`config.mk`:
```
export PLATFORM = sky130hd
export DESIGN_NAME = model_transformer_scheduler
export DESIGN_NICKNAME = d
export VERILOG_FILES = /design/src/rtl/model_transformer_scheduler_pkg.sv /design/src/rtl/model_transformer_scheduler_fetch.sv /design/src/rtl/model_transformer_scheduler.sv
export SDC_FILE = /design/constraint.sdc
export NUM_CORES = 1
export LEC_CHECK = 0
export CORE_MARGIN = 5
export CORE_UTILIZATION = 55
export CTS_CLUSTER_SIZE = 12
export DETAILED_ROUTE_END_ITERATION = 10
export PLACE_DENSITY = 0.82
export SLEW_MARGIN = 20
export SYNTH_ARGS = -nofsm -noshare
export SYNTH_HDL_FRONTEND = slang
export SYNTH_SLANG_ARGS = --single-unit
```
`constraint.sdc`:
```
create_clock -name CLK -period 5.7 [get_ports CLK]
set_clock_uncertainty 0.05 [all_clocks]
set_input_delay 1.71 -clock CLK [delete_from_list [all_inputs] [get_ports CLK]]
set_output_delay 1.71 -clock CLK [all_outputs]
set_load 0.01 [all_outputs]
```
`src/rtl/model_transformer_scheduler_pkg.sv`:
```
// ----------------------------------------------------------------------------
// model_transformer_scheduler_pkg
// Shared constants for the transformer-layer scheduler: FSM state encodings,
// default widths and the default memory map (W, B, X and H regions).
// ----------------------------------------------------------------------------
package model_transformer_scheduler_pkg;

    localparam int DATA_SIZE_DEF = 64;
    localparam int ADDR_SIZE_DEF = 16;

    localparam logic [15:0] W_BASE_DEF = 16'h0000;
    localparam logic [15:0] B_BASE_DEF = 16'h4000;
    localparam logic [15:0] X_BASE_DEF = 16'h6000;
    localparam logic [15:0] H_BASE_DEF = 16'h8000;

    typedef logic [2:0] state_t;

    localparam state_t ST_IDLE       = 3'd0;
    localparam state_t ST_LOAD_W     = 3'd1;
    localparam state_t ST_LOAD_B     = 3'd2;
    localparam state_t ST_LOAD_X     = 3'd3;
    localparam state_t ST_RUN        = 3'd4;
    localparam state_t ST_WAIT_READY = 3'd5;
    localparam state_t ST_STORE_H    = 3'd6;
    localparam state_t ST_DONE       = 3'd7;

endpackage

```
`src/rtl/model_transformer_scheduler_fetch.sv`:
```
// ----------------------------------------------------------------------------
// model_transformer_scheduler_fetch
// Single-outstanding memory read engine shared by the three LOAD states.
// Ports:
//   i_clk, i_rst_n        clock, asynchronous active-low reset
//   i_req, i_addr         read request (taken only when o_busy is low)
//   i_mem_valid/rdata     memory response
//   o_mem_rd, o_mem_addr  one-cycle read strobe and its address
//   o_data, o_valid       registered read word, valid for one cycle
//   o_busy                a read is outstanding
//
// Handshake: a request is accepted on any edge where i_req=1 and o_busy=0;
// o_mem_rd pulses the following cycle. The first i_mem_valid seen after the
// read cycle completes the read; o_valid pulses the cycle after it and o_busy
// is already low then, so the next request can be issued in that same cycle.
// i_mem_valid with nothing outstanding is dropped.
// ----------------------------------------------------------------------------
module model_transformer_scheduler_fetch #(
    parameter int DATA_SIZE = 64,
    parameter int ADDR_SIZE = 16
) (
    input  logic                 i_clk,
    input  logic                 i_rst_n,
    input  logic                 i_req,
    input  logic [ADDR_SIZE-1:0] i_addr,
    input  logic                 i_mem_valid,
    input  logic [DATA_SIZE-1:0] i_mem_rdata,
    output logic                 o_mem_rd,
    output logic [ADDR_SIZE-1:0] o_mem_addr,
    output logic [DATA_SIZE-1:0] o_data,
    output logic                 o_valid,
    output logic                 o_busy
);

    logic                 r_rd;
    logic                 r_pend;
    logic [ADDR_SIZE-1:0] r_addr;
    logic [DATA_SIZE-1:0] r_data;
    logic                 r_valid;

    always_ff @(posedge i_clk or negedge i_rst_n) begin
        if (!i_rst_n) begin
            r_rd    <= 1'b0;
            r_pend  <= 1'b0;
            r_addr  <= '0;
            r_data  <= '0;
            r_valid <= 1'b0;
        end else begin
            r_rd    <= 1'b0;
            r_valid <= 1'b0;
            if (i_req && !r_pend) begin
                r_rd   <= 1'b1;
                r_addr <= i_addr;
                r_pend <= 1'b1;
            end else if (r_pend && !r_rd && i_mem_valid) begin
                // Latency is at least one, so valid during the read cycle itself is not ours.
                r_data  <= i_mem_rdata;
                r_valid <= 1'b1;
                r_pend  <= 1'b0;
            end
        end
    end

    assign o_mem_rd   = r_rd;
    assign o_mem_addr = r_addr;
    assign o_data     = r_data;
    assign o_valid    = r_valid;
    assign o_busy     = r_pend;

endmodule

```
`src/rtl/model_transformer_scheduler.sv`:
```
// ----------------------------------------------------------------------------
// model_transformer_scheduler
// Sequences one transformer layer pass for model_controller: streams W, B and
// X from memory into the controller strobes, pulses START, waits for READY and
// writes the H_OUT results back to memory.
// Ports:
//   CLK, RST                      clock, asynchronous active-low reset
//   CMD_START/SIZE_X_IN/SIZE_L_IN command and sizes (sampled in IDLE)
//   CMD_BUSY/CMD_DONE/CMD_ERROR   command status
//   MEM_*                         word-addressed memory port
//   START/READY                   controller run handshake
//   W_IN_*, B_IN_*, X_IN_*        controller load strobes and data
//   H_OUT_ENABLE/H_OUT            controller result stream
//   DBG_STATE                     current FSM state
// ----------------------------------------------------------------------------
module model_transformer_scheduler
    import model_transformer_scheduler_pkg::*;
#(
    parameter int                   DATA_SIZE = DATA_SIZE_DEF,
    parameter int                   ADDR_SIZE = ADDR_SIZE_DEF,
    parameter logic [ADDR_SIZE-1:0] W_BASE    = W_BASE_DEF,
    parameter logic [ADDR_SIZE-1:0] B_BASE    = B_BASE_DEF,
    parameter logic [ADDR_SIZE-1:0] X_BASE    = X_BASE_DEF,
    parameter logic [ADDR_SIZE-1:0] H_BASE    = H_BASE_DEF
) (
    input  logic                 CLK,
    input  logic                 RST,
    input  logic                 CMD_START,
    input  logic [DATA_SIZE-1:0] SIZE_X_IN,
    input  logic [DATA_SIZE-1:0] SIZE_L_IN,
    output logic                 CMD_BUSY,
    output logic                 CMD_DONE,
    output logic                 CMD_ERROR,
    output logic                 MEM_RD,
    output logic                 MEM_WR,
    output logic [ADDR_SIZE-1:0] MEM_ADDR,
    output logic [DATA_SIZE-1:0] MEM_WDATA,
    input  logic [DATA_SIZE-1:0] MEM_RDATA,
    input  logic                 MEM_VALID,
    output logic                 START,
    input  logic                 READY,
    output logic                 W_IN_L_ENABLE,
    output logic                 W_IN_X_ENABLE,
    output logic [DATA_SIZE-1:0] W_IN,
    output logic                 B_IN_ENABLE,
    output logic [DATA_SIZE-1:0] B_IN,
    output logic                 X_IN_ENABLE,
    output logic [DATA_SIZE-1:0] X_IN,
    input  logic                 H_OUT_ENABLE,
    input  logic [DATA_SIZE-1:0] H_OUT,
    output logic [2:0]           DBG_STATE
);

    localparam logic [DATA_SIZE-1:0] ONE = DATA_SIZE'(1);

    state_t               r_state;
    logic [DATA_SIZE-1:0] r_size_x, r_size_l;
    logic [DATA_SIZE-1:0] r_l, r_x, r_i;
    logic [ADDR_SIZE-1:0] r_k;        // linear W offset l*SIZE_X + x, wraps naturally
    logic                 r_last;     // final element of the phase already requested/stored
    logic                 r_tag_row;  // element in flight is the first of its W row
    logic                 r_err;
    logic                 r_wr;
    logic [ADDR_SIZE-1:0] r_waddr;
    logic [DATA_SIZE-1:0] r_wdata;

    logic                 w_req;
    logic [ADDR_SIZE-1:0] w_req_addr;
    logic                 w_f_rd, w_f_valid, w_f_busy;
    logic [ADDR_SIZE-1:0] w_f_addr;
    logic [DATA_SIZE-1:0] w_f_data;
    logic                 w_size_zero;
    logic                 w_phase_end;

    assign w_size_zero = (SIZE_X_IN == '0) || (SIZE_L_IN == '0);
    assign w_phase_end = w_f_valid && r_last;

    always_comb begin
        w_req      = 1'b0;
        w_req_addr = '0;
        case (r_state)
            ST_LOAD_W: begin
                w_req      = !w_f_busy && !r_last;
                w_req_addr = W_BASE + r_k;
            end
            ST_LOAD_B: begin
                w_req      = !w_f_busy && !r_last;
                w_req_addr = B_BASE + r_i[ADDR_SIZE-1:0];
            end
            ST_LOAD_X: begin
                w_req      = !w_f_busy && !r_last;
                w_req_addr = X_BASE + r_i[ADDR_SIZE-1:0];
            end
            default: ;
        endcase
    end

    model_transformer_scheduler_fetch #(
        .DATA_SIZE (DATA_SIZE),
        .ADDR_SIZE (ADDR_SIZE)
    ) u_fetch (
        .i_clk       (CLK),
        .i_rst_n     (RST),
        .i_req       (w_req),
        .i_addr      (w_req_addr),
        .i_mem_valid (MEM_VALID),
        .i_mem_rdata (MEM_RDATA),
        .o_mem_rd    (w_f_rd),
        .o_mem_addr  (w_f_addr),
        .o_data      (w_f_data),
        .o_valid     (w_f_valid),
        .o_busy      (w_f_busy)
    );

    always_ff @(posedge CLK or negedge RST) begin
        if (!RST) begin
            r_state   <= ST_IDLE;
            r_size_x  <= '0;
            r_size_l  <= '0;
            r_l       <= '0;
            r_x       <= '0;
            r_i       <= '0;
            r_k       <= '0;
            r_last    <= 1'b0;
            r_tag_row <= 1'b0;
            r_err     <= 1'b0;
            r_wr      <= 1'b0;
            r_waddr   <= '0;
            r_wdata   <= '0;
        end else begin
            r_wr <= 1'b0;
            case (r_state)
                ST_IDLE: begin
                    if (CMD_START) begin
                        r_size_x <= SIZE_X_IN;
                        r_size_l <= SIZE_L_IN;
                        r_l      <= '0;
                        r_x      <= '0;
                        r_i      <= '0;
                        r_k      <= '0;
                        r_last   <= 1'b0;
                        r_err    <= w_size_zero;
                        r_state  <= w_size_zero ? ST_DONE : ST_LOAD_W;
                    end
                end
                ST_LOAD_W: begin
                    // Counters advance when an element is requested; the row tag
                    // travels with the read so the strobe cycle can use it.
                    if (w_req) begin
                        r_tag_row <= (r_x == '0);
                        r_k       <= r_k + 1'b1;
                        if (r_x == r_size_x - ONE) begin
                            r_x <= '0;
                            if (r_l == r_size_l - ONE) r_last <= 1'b1;
                            else                       r_l    <= r_l + ONE;
                        end else begin
                            r_x <= r_x + ONE;
                        end
                    end
                    if (w_phase_end) begin
                        r_last  <= 1'b0;
                        r_i     <= '0;
                        r_state <= ST_LOAD_B;
                    end
                end
                ST_LOAD_B: begin
                    if (w_req) begin
                        r_i <= r_i + ONE;
                        if (r_i == r_size_l - ONE) r_last <= 1'b1;
                    end
                    if (w_phase_end) begin
                        r_last  <= 1'b0;
                        r_i     <= '0;
                        r_state <= ST_LOAD_X;
                    end
                end
                ST_LOAD_X: begin
                    if (w_req) begin
                        r_i <= r_i + ONE;
                        if (r_i == r_size_x - ONE) r_last <= 1'b1;
                    end
                    if (w_phase_end) begin
                        r_last  <= 1'b0;
                        r_state <= ST_RUN;
                    end
                end
                ST_RUN: r_state <= ST_WAIT_READY;
                ST_WAIT_READY: begin
                    if (READY) begin
                        r_i     <= '0;
                        r_state <= ST_STORE_H;
                    end
                end
                ST_STORE_H: begin
                    // r_last is high during the final write, so DONE follows it by one cycle.
                    if (r_last) begin
                        r_last  <= 1'b0;
                        r_state <= ST_DONE;
                    end else if (H_OUT_ENABLE) begin
                        r_wr    <= 1'b1;
                        r_waddr <= H_BASE + r_i[ADDR_SIZE-1:0];
                        r_wdata <= H_OUT;
                        r_i     <= r_i + ONE;
                        if (r_i == r_size_l - ONE) r_last <= 1'b1;
                    end
                end
                default: r_state <= ST_IDLE;
            endcase
        end
    end

    assign MEM_RD        = w_f_rd;
    assign MEM_WR        = r_wr;
    assign MEM_ADDR      = r_wr ? r_waddr : (w_f_rd ? w_f_addr : '0);
    assign MEM_WDATA     = r_wdata;
    assign START         = (r_state == ST_RUN);
    assign W_IN_X_ENABLE = (r_state == ST_LOAD_W) && w_f_valid;
    assign W_IN_L_ENABLE = W_IN_X_ENABLE && r_tag_row;
    assign W_IN          = w_f_data;
    assign B_IN_ENABLE   = (r_state == ST_LOAD_B) && w_f_valid;
    assign B_IN          = w_f_data;
    assign X_IN_ENABLE   = (r_state == ST_LOAD_X) && w_f_valid;
    assign X_IN          = w_f_data;
    assign CMD_BUSY      = (r_state != ST_IDLE);
    assign CMD_DONE      = (r_state == ST_DONE);
    assign CMD_ERROR     = CMD_DONE && r_err;
    assign DBG_STATE     = r_state;

endmodule

```
# [Yosys cells after proc, flatten, opt, wreduce, memory -nomap -nowiden]
# Cells that the tools add are included.
[totals] in_bits=262 elab_cells=144 output_inout_bits=285 reg_bits=506
[op_classes] n_mux=53 n_reduce_logical=33 eq_ne=29 bitwise=2 add_sub_neg=9
[op_table] op="64-bit 2-to-1 mux" count=12
[op_table] op="64-bit one-hot mux with 6 select lines" count=1
[op_table] op="64-bit equality test" count=4
[op_table] op="64-bit one-hot mux with 2 select lines" count=2
[op_table] op="64-bit by 1-bit adder with 64-bit output, second input constant" count=3
[op_table] op="64-bit logical NOT" count=3
[op_table] op="64-bit by 1-bit subtractor with 64-bit output, second input constant" count=2
[op_table] op="16-bit 2-to-1 mux" count=4
[op_table] op="16-bit one-hot mux with 3 select lines" count=1
[op_table] op="15-bit by 16-bit adder with 16-bit output, first input constant" count=2
[op_table] op="16-bit one-hot mux with 2 select lines" count=1
[op_table] op="1-bit 2-to-1 mux" count=23
[op_table] op="3-bit 2-to-1 mux" count=7
[op_table] op="3-bit one-hot mux with 7 select lines" count=1
[op_table] op="2-bit inequality test, second input constant" count=10
[op_table] op="16-bit by 1-bit adder with 16-bit output, second input constant" count=1
[op_table] op="16-bit adder, first input constant" count=1
[op_table] op="3-bit equality test, second input constant" count=4
[op_table] op="3-bit inequality test, second input constant" count=4
[op_table] op="6-bit AND reduction" count=2
[op_table] op="1-bit logical AND" count=10
[op_table] op="3-bit by 2-bit inequality test with 1-bit output, second input constant" count=3
[op_table] op="9-bit AND reduction" count=1
[op_table] op="3-bit by 2-bit equality test with 1-bit output, second input constant" count=2
[op_table] op="15 further kinds" count=22

# [Longest topological paths before layout]
[logic_depth] depth_word=7 mapped_depth=19 depth_no_buf=14

# [Hierarchy]
# From an unflattened synthesis, not the netlist that was laid out.
[hier_totals] cells_unflattened=3920 hier_area_um2=32876.5
[by_module_without_submodules] module="model_transformer_scheduler" area_each_um2=29644.7 seq_area_each_um2=10585.2 instances=1 cells_per_inst=3743
[by_module_without_submodules] module="model_transformer_scheduler_fetch" area_each_um2=3231.8 seq_area_each_um2=2077.0 instances=1 cells_per_inst=177

# [Least setup slack after synthesis]
# Ideal clock, no wire load.
[synth_path] kind="register -> register" from="register r_size_x[7]" to="register r_l[56]" t_arrival_ns=4.744 path_buffers=4 required_time_ns=5.572 period_less_slack_ns=4.872 slack_ns=0.828 stages_incl_launch_ff=17 setup_time_ns=0.078 cell_sequence="dfrtp_1 > clkbuf_1 > nor4_2 > nand2b_1 > or3_1 > clkbuf_1 > or4b_2 > mux2_2 > o2111ai_1 > or4_4 > nor4_4 > nand4b_2 > and2_4 > buf_6 > buf_6 > or4_1 > a21oi_1"
[synth_via] elab_chain_len=4
[synth_rtl] item="start: declaration" line_no="model_transformer_scheduler.sv:57" source="logic [DATA_SIZE-1:0] r_size_x, r_size_l;"
[synth_rtl] item="start signal: assignment" line_no="model_transformer_scheduler.sv:118" source="r_size_x <= '0;"
[synth_rtl] item="start signal: assignment" line_no="model_transformer_scheduler.sv:135" source="r_size_x <= SIZE_X_IN;"
[synth_rtl] item="64-bit by 1-bit subtractor with 64-bit output" line_no="model_transformer_scheduler.sv:152" source="if (r_x == r_size_x - ONE) begin"
[synth_rtl] item="64-bit equality test" line_no="model_transformer_scheduler.sv:152"
[synth_rtl] item="2-bit inequality test (no line)"
[synth_rtl] item="5-bit AND reduction (no line)"
[synth_rtl] item="end signal: assignment" line_no="model_transformer_scheduler.sv:155" source="else r_l <= r_l + ONE;"
[synth_rtl] item="end: declaration" line_no="model_transformer_scheduler.sv:58" source="logic [DATA_SIZE-1:0] r_l, r_x, r_i;"
# Every way passes these cells.
# A chain may end at the register's enable or synchronous reset.

# [Worst setup path after layout]
[layout_path] from="register r_size_x[16]" to="register r_l[30]"
# The elaborated chain is that of the path after synthesis.

==> metrics.txt <==
M1 WL around 56 mm; GRT Total Usage 43.4%; drt drc 0; Clock H-tree levels 2; Worst Setup End Kind flop; Die Y 254 um; max-slew violation count 0; WP data arrival approximately 6.0 ns; Sinks on Clock Net 506; Worst-Margin Slew approximately 1.0 ns; DR top layer met5; clk buf depth 3; Pleak 17.1 nW; Max-slew headroom around 30%; syn avg cell area 8.04 sq um; Worst Hold Depth 2; FP Rows 89; Placer Congestion 1.09; # nets final 4669; hold path start MEM_WDATA[16]; cell repeated most along the worst path or4_1; CP required 6.19 ns; # IOs between 500 and 600; first-pass GRT wire length 210 mm; internal cell power between 10 and 15 mW; postcts setup bufs 0; setup TNS 0 ns; switching part of the total roughly 46%; initial antenna violation count 8; most common cell in the synthesized netlist nand2_1; share of cells above drive strength 1 7.06%; initial core utilization 55.4%; origin of the critical flop-to-flop path r_size_x[16]; WL met2 61.7 mm; sequential power share 33.3%; Synth Instances 4058; final WL 145 mm; library cells used by synthesis 91; crit-path cells or4_1 -> or4_1 -> nor3_1 -> nand2_1 -> xor2_1 -> xnor2_1 -> or4b_1 -> nor4_4 -> nand4b_2 -> a211oi_1 -> or3b_1 -> a21oi_1; Max Cap Viol 0; origin of the worst setup path r_size_x[16]; synth warn 0; Final period util 96.4%; top cells by count, synth 1012 x nand2_1, 506 x dfrtp_1, 253 x clkbuf_1, 249 x xnor2_1, 230 x nor2_1; peak supply drop 0.410 mV; Reg2Reg Depth 12; CP delay by family, top simple AND/OR/NAND/NOR gates; port buffer count 546; top cell type's share of synthesized area just under 40%; area delta synth->final 23.0%; CP Class flop to flop; ys flop type dfrtp_1; Crit path depth 12; Iteration-0 DRC Markers between 4k and 5k; number of flops mapped to enable cells by yosys 0; CTS tree done; multi-input logic area roughly 18000 sq um; Core ar. 58900 sq um; Critical Path Source Type flop; Peak Freq around 180 MHz; gr ovfl total 0; Worst path max stage delay 0.66 ns; Synth area leader dfrtp_1; Clock transition at path regs 0.06 ns; post-synthesis register bit count 506; vias in the first global route 31.6k; WL/cell 27.9 um; Switch Pwr around 9.2 mW; vias about 34k; fin crit period 5.50 ns; worst path bufs/invs 0; CTS root buf clkbuf_16; Reg area between 10000 and 15000 sq um; largest net degree at the start of global routing 102; fraction of registers with async set/reset 100%; fill cell count 4776; worst-skew pair later-pin latency 0.65 ns; Clk network pwr share 18.3%; final setup fails 0; Syn Nets 4330; cts hold-fix bufs 0; DPL Wire Length approximately 110 mm; Seq/Total Area, Yosys between 30% and 40%; synth top area cells dfrtp_1 39%, nand2_1 12%, xnor2_1 6.7%; PnR Total Power 19.9 mW; CP max stage cell or4_1; Hold WC Path Type flop to flop; routed wl met3 18.8 mm; antenna viol nets, final 0; vias per cell 6.48; clock buffer count from CTS 56; PwrDens roughly 500 nW/um^2; die width between 200 and 300 um; Crit Path Max Fanout 6; synthesized area 32600 sq um; final count of hold timing violations 0; Comb pwr share 48.4%; Die Area approximately 64000 sq um; status complete, no violations; unrepaired setup endpoints after global routing false; Pre-antenna DRT Iters 8
[path summary, 6_finish.rpt]
path / end / slack (ns)
max: r_l[30] / 0.20
min: MEM_WDATA[16] / 0.42
max reg2reg: r_l[30] / 0.20
min reg2reg: MEM_WDATA[16] / 0.42
max in group asynchronous: r_size_l[46] / 3.38
min in group asynchronous: r_size_x[36] / 1.04
[stage by stage]
step                utilization, %  setup slack (ns)  cells  area, sq um  hold WS [ns]
finish                        68.1             0.204   5215        40100         0.422
CTS                           68.0             0.290   5209        40100         0.426
global placement              64.9             0.422   5112        38300         0.407
floorplan                        -             0.828   4058        32600         0.392
global route                  68.1           0.00865   5215        40100         0.449
detailed placement            64.9             0.313   5112        38300         0.412
[worst min-delay path, stage by stage (launching register included)]
cell and delay (ns):
dfrtp_1 0.34, nand2_1 0.05, nand2_1 0.06
[flip-flops by register name, summed over array words and instances, names as in the netlist]
signal and count:
MEM_WDATA 64, r_i 64, r_l 64, r_size_l 64, r_size_x 64, r_x 64, u_fetch.o_data 64, r_k 16
r_waddr 16, u_fetch.o_mem_addr 16, DBG_STATE 3, MEM_WR 1, r_err 1, r_last 1, r_tag_row 1, u_fetch.o_busy 1
u_fetch.o_mem_rd 1, u_fetch.o_valid 1
[kinds of logic (layout without fill, tap and decap cells)]
group | count (synthesis) | count (layout) | share of synthesized area, %
simple gates | 2081 | 2081 | 31.0
compound gates | 564 | 564 | 10.7
xor+xnor | 401 | 401 | 11.4
mux | 14 | 14 | 0.445
flops | 506 | 506 | 38.8
fa+ha+maj | 10 | 10 | 0.384
buf+inv | 482 | 860 | 7.22
other cells | 0 | 6 | 0
[power by group through the flow]
stage / clock, mW / combinational (mW) / sequential, mW
after floorplan: 0 / 5.90 / 5.49
after global placement: 0 / 9.30 / 6.48
after detailed placement: 0 / 9.37 / 6.51
after CTS: 3.65 / 9.44 / 6.47
after global routing: 3.79 / 10.2 / 6.65
final: 3.65 / 9.66 / 6.63
[routing by layer]
metal	track usage, %	vias up
met5	2.26	-
met4	19.2	6
met3	13.5	433
li1	-	14617
met2	63.9	2420
met1	59.3	16326
[area by class of cell]
class | instances | area share, %
Clock buffer | 75 | 3.90
Sequential cell | 506 | 31.6
Tap cell | 773 | 2.41
Multi-Input combinational cell | 3070 | 44.0
Inverter | 55 | 0.518
Clock inverter | 22 | 0.640
Timing Repair Buffer | 708 | 16.9
Antenna cell | 6 | 0.0374
[cells in the final DEF (no fill, tap or decap), drive strengths merged, types with 10 or more instances in the layout]
cell type      instances
o41ai                 13
nor3b                 13
nand2b                29
nor2b                 17
clkdlybuf4s50        545
a22o                  20
mux2i                 10
clkbuf                75
and3                  70
a31oi                 34
nand3                109
nand2               1012
buf                  163
nor4b                 11
and2                  24
nand4                112
xnor3                 13
xnor2                250
nor2                 230
o2111ai               14
nor4                 148
dfrtp                506
or4                   66
and4                  12
clkinv                16
or2                   13
nor3                  96
inv                   57
nand3b                19
o21ai                194
a22oi                 16
ha                    10
o211ai                10
o31ai                 29
xor2                 137
or3                   74
a21oi                148
[repair_timing]
action                                 4_1_cts  5_1_grt
setup endpoints to repair                    0       47
endpoints found under the hold margin        0        0
resized for setup                            0        1
Note: power is estimated with default switching activity, not from simulation.
